## config.mk

```make
export PLATFORM = sky130hd
export DESIGN_NAME = sram_pin_host
export DESIGN_NICKNAME = d
export VERILOG_FILES = /design/src/rtl/sram_pin_pkg.sv /design/src/rtl/sram_pin_host.sv
export SDC_FILE = /design/constraint.sdc
export NUM_CORES = 1
export LEC_CHECK = 0
export ABC_AREA = 1
export BUFFER_PORTS_ARGS = -buffer_cell sky130_fd_sc_hd__buf_2
export CELL_PAD_IN_SITES_DETAIL_PLACEMENT = 0
export CELL_PAD_IN_SITES_GLOBAL_PLACEMENT = 1
export CORE_MARGIN = 10
export CORE_UTILIZATION = 38
export CTS_BUF_LIST = sky130_fd_sc_hd__clkbuf_4 sky130_fd_sc_hd__clkbuf_8
export DETAILED_ROUTE_END_ITERATION = 16
export PLACE_DENSITY_LB_ADDON = 0.1
export SLEW_MARGIN = 20
export SYNTH_ARGS = -nofsm -noshare
export SYNTH_HDL_FRONTEND = slang
export SYNTH_SLANG_ARGS = --single-unit
```

## constraint.sdc

```tcl
create_clock -name clk -period 1.7 [get_ports clk]
set_input_delay 0.085 -clock clk [delete_from_list [all_inputs] [get_ports clk]]
set_output_delay 0.085 -clock clk [all_outputs]
set_load 0.005 [all_outputs]
```

## src/rtl/sram_pin_pkg.sv

```systemverilog
// Shared definitions for the host-side pin-level SRAM initiator.
package sram_pin_pkg;

    localparam int unsigned ADDR_W       = 6;
    localparam int unsigned DATA_W       = 8;
    localparam int unsigned RD_LAT_DEF   = 4;
    localparam int unsigned WR2RD_DEF    = 1;
    localparam int unsigned PIN_WE       = 7;
    localparam int unsigned PIN_RE       = 6;
    localparam int unsigned PIN_ADDR_MSB = 5;

    typedef enum logic [1:0] {
        IDLE    = 2'd0,
        WR_GAP  = 2'd1,
        RD_WAIT = 2'd2,
        RSP     = 2'd3
    } state_e;

    // Layout of the uio control pins: [7]=we, [6]=re, [5:0]=addr
    typedef struct packed {
        logic              we;
        logic              re;
        logic [ADDR_W-1:0] addr;
    } pin_ctrl_t;

endpackage

```

## src/rtl/sram_pin_host.sv

```systemverilog
// Turns a valid/ready read/write request stream into the SRAM tile pin protocol
// and returns read bytes on a held valid/ready response port.
module sram_pin_host
    import sram_pin_pkg::*;
#(
    parameter int unsigned RD_LAT = RD_LAT_DEF,
    parameter int unsigned WR2RD  = WR2RD_DEF
) (
    input  logic              clk,
    input  logic              rst_n,
    input  logic              req_valid,
    output logic              req_ready,
    input  logic              req_we,
    input  logic [ADDR_W-1:0] req_addr,
    input  logic [DATA_W-1:0] req_wdata,
    output logic              rsp_valid,
    input  logic              rsp_ready,
    output logic [DATA_W-1:0] rsp_data,
    output logic [DATA_W-1:0] pin_data_o,
    output logic [7:0]        pin_ctrl_o,
    input  logic [DATA_W-1:0] pin_rdata_i
);

    localparam int unsigned LAT_W = (RD_LAT > 1) ? $clog2(RD_LAT) : 1;
    localparam int unsigned GAP_W = (WR2RD > 1) ? $clog2(WR2RD) : 1;
    localparam logic [LAT_W-1:0] LAT_LOAD = LAT_W'(RD_LAT - 1);
    localparam logic [GAP_W-1:0] GAP_LOAD = GAP_W'(WR2RD - 1);

    state_e            state_q, state_d;
    logic [LAT_W-1:0]  lat_cnt_q, lat_cnt_d;
    logic [GAP_W-1:0]  gap_cnt_q, gap_cnt_d;
    logic              wr_last_q, wr_last_d;
    logic [ADDR_W-1:0] rd_addr_q, rd_addr_d;
    logic              req_ready_q, req_ready_d;
    logic              rsp_valid_q, rsp_valid_d;
    logic [DATA_W-1:0] rsp_data_q, rsp_data_d;
    logic [DATA_W-1:0] pin_data_q, pin_data_d;
    pin_ctrl_t         pin_ctrl_q, pin_ctrl_d;

    always_ff @(posedge clk or negedge rst_n) begin
        if (!rst_n) begin
            state_q     <= IDLE;
            lat_cnt_q   <= '0;
            gap_cnt_q   <= '0;
            wr_last_q   <= 1'b0;
            rd_addr_q   <= '0;
            req_ready_q <= 1'b0;
            rsp_valid_q <= 1'b0;
            rsp_data_q  <= '0;
            pin_data_q  <= '0;
            pin_ctrl_q  <= '0;
        end else begin
            state_q     <= state_d;
            lat_cnt_q   <= lat_cnt_d;
            gap_cnt_q   <= gap_cnt_d;
            wr_last_q   <= wr_last_d;
            rd_addr_q   <= rd_addr_d;
            req_ready_q <= req_ready_d;
            rsp_valid_q <= rsp_valid_d;
            rsp_data_q  <= rsp_data_d;
            pin_data_q  <= pin_data_d;
            pin_ctrl_q  <= pin_ctrl_d;
        end
    end

    // Strobes are single-cycle pulses; address and data hold their last value.
    always_comb begin
        state_d         = state_q;
        lat_cnt_d       = lat_cnt_q;
        gap_cnt_d       = gap_cnt_q;
        wr_last_d       = wr_last_q;
        rd_addr_d       = rd_addr_q;
        req_ready_d     = req_ready_q;
        rsp_valid_d     = rsp_valid_q;
        rsp_data_d      = rsp_data_q;
        pin_data_d      = pin_data_q;
        pin_ctrl_d      = pin_ctrl_q;
        pin_ctrl_d.we   = 1'b0;
        pin_ctrl_d.re   = 1'b0;

        unique case (state_q)
            IDLE: begin
                req_ready_d = 1'b1;
                wr_last_d   = 1'b0;
                if (req_valid && req_ready_q) begin
                    if (req_we) begin
                        pin_data_d      = req_wdata;
                        pin_ctrl_d.we   = 1'b1;
                        pin_ctrl_d.addr = req_addr;
                        wr_last_d       = 1'b1;
                    end else if (wr_last_q) begin
                        // Read right behind a write: hold it off the pins for the turnaround gap
                        rd_addr_d   = req_addr;
                        gap_cnt_d   = GAP_LOAD;
                        req_ready_d = 1'b0;
                        state_d     = WR_GAP;
                    end else begin
                        pin_ctrl_d.re   = 1'b1;
                        pin_ctrl_d.addr = req_addr;
                        lat_cnt_d       = LAT_LOAD;
                        req_ready_d     = 1'b0;
                        state_d         = RD_WAIT;
                    end
                end
            end
            WR_GAP: begin
                if (gap_cnt_q == '0) begin
                    pin_ctrl_d.re   = 1'b1;
                    pin_ctrl_d.addr = rd_addr_q;
                    lat_cnt_d       = LAT_LOAD;
                    state_d         = RD_WAIT;
                end else begin
                    gap_cnt_d = gap_cnt_q - GAP_W'(1);
                end
            end
            RD_WAIT: begin
                if (lat_cnt_q == '0) begin
                    rsp_data_d  = pin_rdata_i;
                    rsp_valid_d = 1'b1;
                    state_d     = RSP;
                end else begin
                    lat_cnt_d = lat_cnt_q - LAT_W'(1);
                end
            end
            RSP: begin
                if (rsp_ready) begin
                    rsp_valid_d = 1'b0;
                    req_ready_d = 1'b1;
                    state_d     = IDLE;
                end
            end
            default: state_d = IDLE;
        endcase
    end

    assign req_ready  = req_ready_q;
    assign rsp_valid  = rsp_valid_q;
    assign rsp_data   = rsp_data_q;
    assign pin_data_o = pin_data_q;
    assign pin_ctrl_o = pin_ctrl_q;

endmodule

```

=== Word-level counts from Yosys, hierarchy flattened ===
Cells that the tools add are included.

* Register bits after elaboration: 38
* Logic and storage cells: 76
* Input bits: 27
* Output and inout bits: 26

* Equality and inequality tests: 12
* Add/subtract/negate cells: 2
* Reduce and logical (&&, ||, !) cells: 16
* Bitwise logic cells: 1
* Muxes and demuxes: 33

{| class="wikitable"
|+ Operators by type and width
! cell !! number
|-
| $mux 2 || 11
|-
| $ne 2x2->1 const B || 8
|-
| $mux 7 || 2
|-
| $pmux 7 s2 || 1
|-
| $mux 1 || 12
|-
| $reduce_and 4->1 || 3
|-
| $mux 8 || 1
|-
| $pmux 2 s4 || 1
|-
| $mux 6 || 1
|-
| $pmux 1 s2 || 3
|-
| $pmux 2 s3 || 1
|-
| $reduce_and 3->1 || 2
|-
| $reduce_and 6->1 || 1
|-
| $reduce_bool 2->1 || 3
|-
| $reduce_and 5->1 || 1
|-
| $eq 2x2->1 const B || 2
|-
| $logic_not 2->1 || 2
|-
| $reduce_and 2->1 || 2
|-
| $ne 3x3->1 const B || 1
|-
| $reduce_bool 3->1 || 1
|-
| $eq 2x1->1 const B || 1
|-
| $sub 2x1->2 const B || 1
|-
| $logic_and 1x1->1 || 1
|-
| $not 1->1 || 1
|-
| $sub 1x1->1 const B || 1
|}

=== Longest topological paths before layout ===
* Depth in word-level cells: 4
* Gate-level depth with buffers: 9
* Depth with buffers taken out: 9

=== Worst setup path before layout ===
Ideal clock, no wire load.

* Path kind: flip-flop to flip-flop
* Start point: register state_q[0]
* End point: register lat_cnt_q[0]
* Required time: 1.584 ns
* Cell stages (with the launch flop): 9
* Buffers on the path: 0
* Period minus slack after synthesis: 1.337 ns
* Path slack: 0.363 ns
* Data arrival time: 1.220 ns
* Library setup time: 0.116 ns
* Cell sequence: dfrtp_1 inv_1 ha_1 nand2_2 nand2_1 nor2_1 nand2_1 nand2_1 nand2_1

* Longest elaborated chain between the ends: 3
* Elaborated cells on any way between the ends: 11
* Those cells by class: eq/ne: 7; mux: 1; reduce/logical: 3

{| class="wikitable"
|+ Ends and longest elaborated chain
! element !! line !! RTL
|-
| start, declared || sram_pin_host.sv:29 || <nowiki>state_e state_q, state_d;</nowiki>
|-
| start signal, assigned || sram_pin_host.sv:53 || <nowiki>state_q <= state_d;</nowiki>
|-
| $eq 2x2->1 (tied with other cells) || sram_pin_host.sv:81 || <nowiki>unique case (state_q)</nowiki>
|-
| $ne 2x2->1 (no line) or $reduce_bool 3->1 (tied branches) || - ||
|-
| $reduce_and 6->1 (no line) || - ||
|-
| end signal, assigned || sram_pin_host.sv:54 || <nowiki>lat_cnt_q <= lat_cnt_d;</nowiki>
|-
| end, declared || sram_pin_host.sv:30 || <nowiki>logic [LAT_W-1:0] lat_cnt_q, lat_cnt_d;</nowiki>
|}

Several ways; a longest one is shown, not always the timed one.
A chain may end at the register's enable or synchronous reset.

=== Worst setup path in the final report ===
* Start point: register state_q[0]
* End point: register rsp_data_q[0], in the netlist rsp_data[0]

* Longest elaborated chain between the ends: 2

{| class="wikitable"
|+ Ends and longest elaborated chain
! element !! line !! RTL
|-
| $eq 2x2->1 || sram_pin_host.sv:81 ||
|-
| $reduce_and 2->1 (no line) || - ||
|-
| end signal, assigned || sram_pin_host.sv:60 || <nowiki>rsp_data_q <= rsp_data_d;</nowiki>
|-
| end, declared || sram_pin_host.sv:36 || <nowiki>logic [DATA_W-1:0] rsp_data_q, rsp_data_d;</nowiki>
|}

Every way passes these cells.

==> run metrics <==
Site Rows=24; most common cell after layout, fill and taps aside=nand2_1; logic gate share of total power=42.3%; Fin. Hold Viols=0; met3 usage=approximately 6%; RSZ-0062 raised after global routing=no; Worst Setup Path Type=flop to flop; CTS H-tree depth=2; r2r endpoint=rsp_data[0]; setup tns final=0 ns; worst vdd ir=~0.00073 V; GRT Overall Usage=about an eighth; drt drc=0; global route hottest layer=met2; total grt overflow=0; share of layout cells above drive strength 1=between 20% and 30%; first-pass GRT wire length=between 8000 and 9000 um; CP max stage cell=dfrtp_1; clock slew at reported path FFs=around 0.07 ns; gp weighted congestion=roughly 0.77; crit path cell chain=inv_1 > ha_1 > nand2_4 > clkinv_1 > nand2_1 > nand2_1; Global Route met1 Usage=15.3%; Worst setup EP type=flop; initial drt markers=75; Routed WL=between 4000 and 5000 um; Num CTS Buffers=5; area grow syn2layout=35.1%; critical path fanouts, max=10; via count=about 1.6k; IO Count=between 50 and 60; Fin Hold WS=about 0.054 ns; synth warn=0; DRT antenna net count=0; clk sinks=37; Pleak=between 1 and 1.5 nW; die height=roughly 89 um; Distinct cells, synth=18; Setup crit start kind=flop; maximum number of pins on one net before global-route repair=38; outcome=completed; DP Wirelength=about 3300 um; crit path DAT=~1.7 ns; Die Wd=approximately 89 um; max-slew violations=0; Worst EP required=1.88 ns; part of the power in registers=37.4%; Rel. slew slack=between 60 and 70%; flops & latches, synth=37; Post-Syn Area=approximately 1800 um2; CP bufs+invs=2; gate count of the mapped netlist=roughly 230; Setup Skew=about 0.0065 ns; Least-Margin Pin Slew=~0.47 ns; Syn Nets=between 200 and 300; fill count=around 430; Clock Path Buffers=2; initial core utilization=around 40%; Largest delay share family, worst path=flip-flops; clock period minus worst slack=approximately 1.5 ns; DR vias/cell=about 4.4; Setup violations, final=0; Core Area=4440 um2; CTS root buf=clkbuf_8; Reg2Reg Setup Slack=0.18 ns; most frequent cells in the layout=nand2_1 (130), buf_2 (52), dfrtp_1 (37); drt pass-1 iters=4; R2R depth=6; Hold Path Class=input pin to flop; max-cap viol count=0; sw frac=39.1%; reg2reg start=state_q[0]; NetSw=about 1.5 mW; Hold Path Origin=req_addr[1]; CTS tree=yes; initial antenna violation count=0; diodes inserted=0; PD cells=~1600 nW/um2; Fmax=about 0.66 GHz; # port buffers=52; CP dominant cell by count=nand2_1; vias in the first global route=about 1.7k; critical path's largest stage delay=0.40 ns; clk_lat worst skew=around 0.29 ns; Final period util=slightly below 90%; setup bufs post-CTS=0; global routing usage on met2=slightly above 20%; DIE AREA=approximately 8000 um2; post-synthesis sequential area ratio=51.9%; Hold EP=rd_addr_q[1]; drt wl/cell=12.7 um; synthesized area per cell=between 7 and 8 um2; Min-Delay Path Depth=3; Pint=2.40 mW; Clk pwr share=roughly a fifth; nets=339
-- worst max-delay path by stage --
stage,startpoint,to,cells past startpoint
after global placement,state_q[0],lat_cnt_q[1],8
after CTS,state_q[0],pin_ctrl_o[5],6
after detailed placement,state_q[0],pin_ctrl_o[5],6
after global routing,state_q[0],lat_cnt_q[0],8
final,state_q[0],rsp_data[0],6
after floorplan,state_q[0],lat_cnt_q[0],8
-- registers in the layout, indices dropped and copies added, names as in the netlist --
signal,flops
pin_ctrl_o,8
pin_data_o,8
rsp_data,8
rd_addr_q,6
lat_cnt_q,2
state_q,2
req_ready,1
rsp_valid,1
wr_last_q,1
-- routing by layer --
layer | vias up | share of wire, %
li1 | 847 | -
met1 | 690 | 47
met2 | 51 | 42
met3 | 6 | 9.5
met4 | 0 | 1.1
met5 | - | 0
-- Yosys cell counts, drive strengths merged --
cell type / count / area, um2
o21ai: 7 / 35.0
nand2: 134 / 513
buf: 2 / 18.8
o31ai: 1 / 7.51
ha: 6 / 75.1
dfrtp: 37 / 926
nor2: 10 / 53.8
nand3: 13 / 82.6
inv: 18 / 70.1
clkinv: 1 / 3.75
-- tightest hold or removal path, stage by stage --
cell and delay [ns]:
buf_2 0.10, nand3_1 0.07, nand2_1 0.06
-- power by group through the flow --
stage | Sequential (mW) | Combinational [mW] | Clock (mW)
2_1_floorplan | 1.49 | 1.06 | 0
5_1_grt | 1.53 | 1.98 | 0.864
3_3_place_gp | 1.48 | 1.64 | 0
6_report | 1.48 | 1.67 | 0.799
3_5_place_dp | 1.48 | 1.65 | 0
4_1_cts | 1.48 | 1.69 | 0.827
-- per-stage QoR --
stage | worst slack (ns) | power [mW] | area, um2 | std cells | util (%)
2_1_floorplan | 0.363 | 2.54 | 1790 | 229 | -
3_3_place_gp | 0.149 | 3.13 | 2110 | 334 | 47.6
3_5_place_dp | 0.104 | 3.13 | 2110 | 334 | 47.6
4_1_cts | 0.0817 | 3.99 | 2400 | 359 | 54.1
5_1_grt | 0.0164 | 4.37 | 2410 | 359 | 54.3
6_report | 0.185 | 3.95 | 2410 | 359 | 54.3
-- what timing repair did --
action                                 CTS  global route
endpoints found under the hold margin   53             0
hold buffers                            17             0
setup endpoints to repair                0            17
resized for setup                        0             2
-- cell families after synthesis --
| logic type | Yosys count | synth area share, % |
|---|---|---|
| buffers and inverters | 21 | 5.19 |
| adder cells (fa/ha/maj) | 6 | 4.20 |
| AND/OR/NAND/NOR | 157 | 36.4 |
| AO/OA/AOI/OAI | 8 | 2.38 |
| flip-flops | 37 | 51.9 |
-- layout make-up --
type                    instances  area [um2]  area share (%)
flip-flops and latches         37         926            38.4
multi-input cells             171         774            32.1
repair buffers                 72         453            18.8
clock buffers                   6        82.6            3.42
inverters                      19        73.8            3.06
well taps                      52        65.1            2.70
clock inverters                 2        37.5            1.56
(Power assumes the default switching activity.)
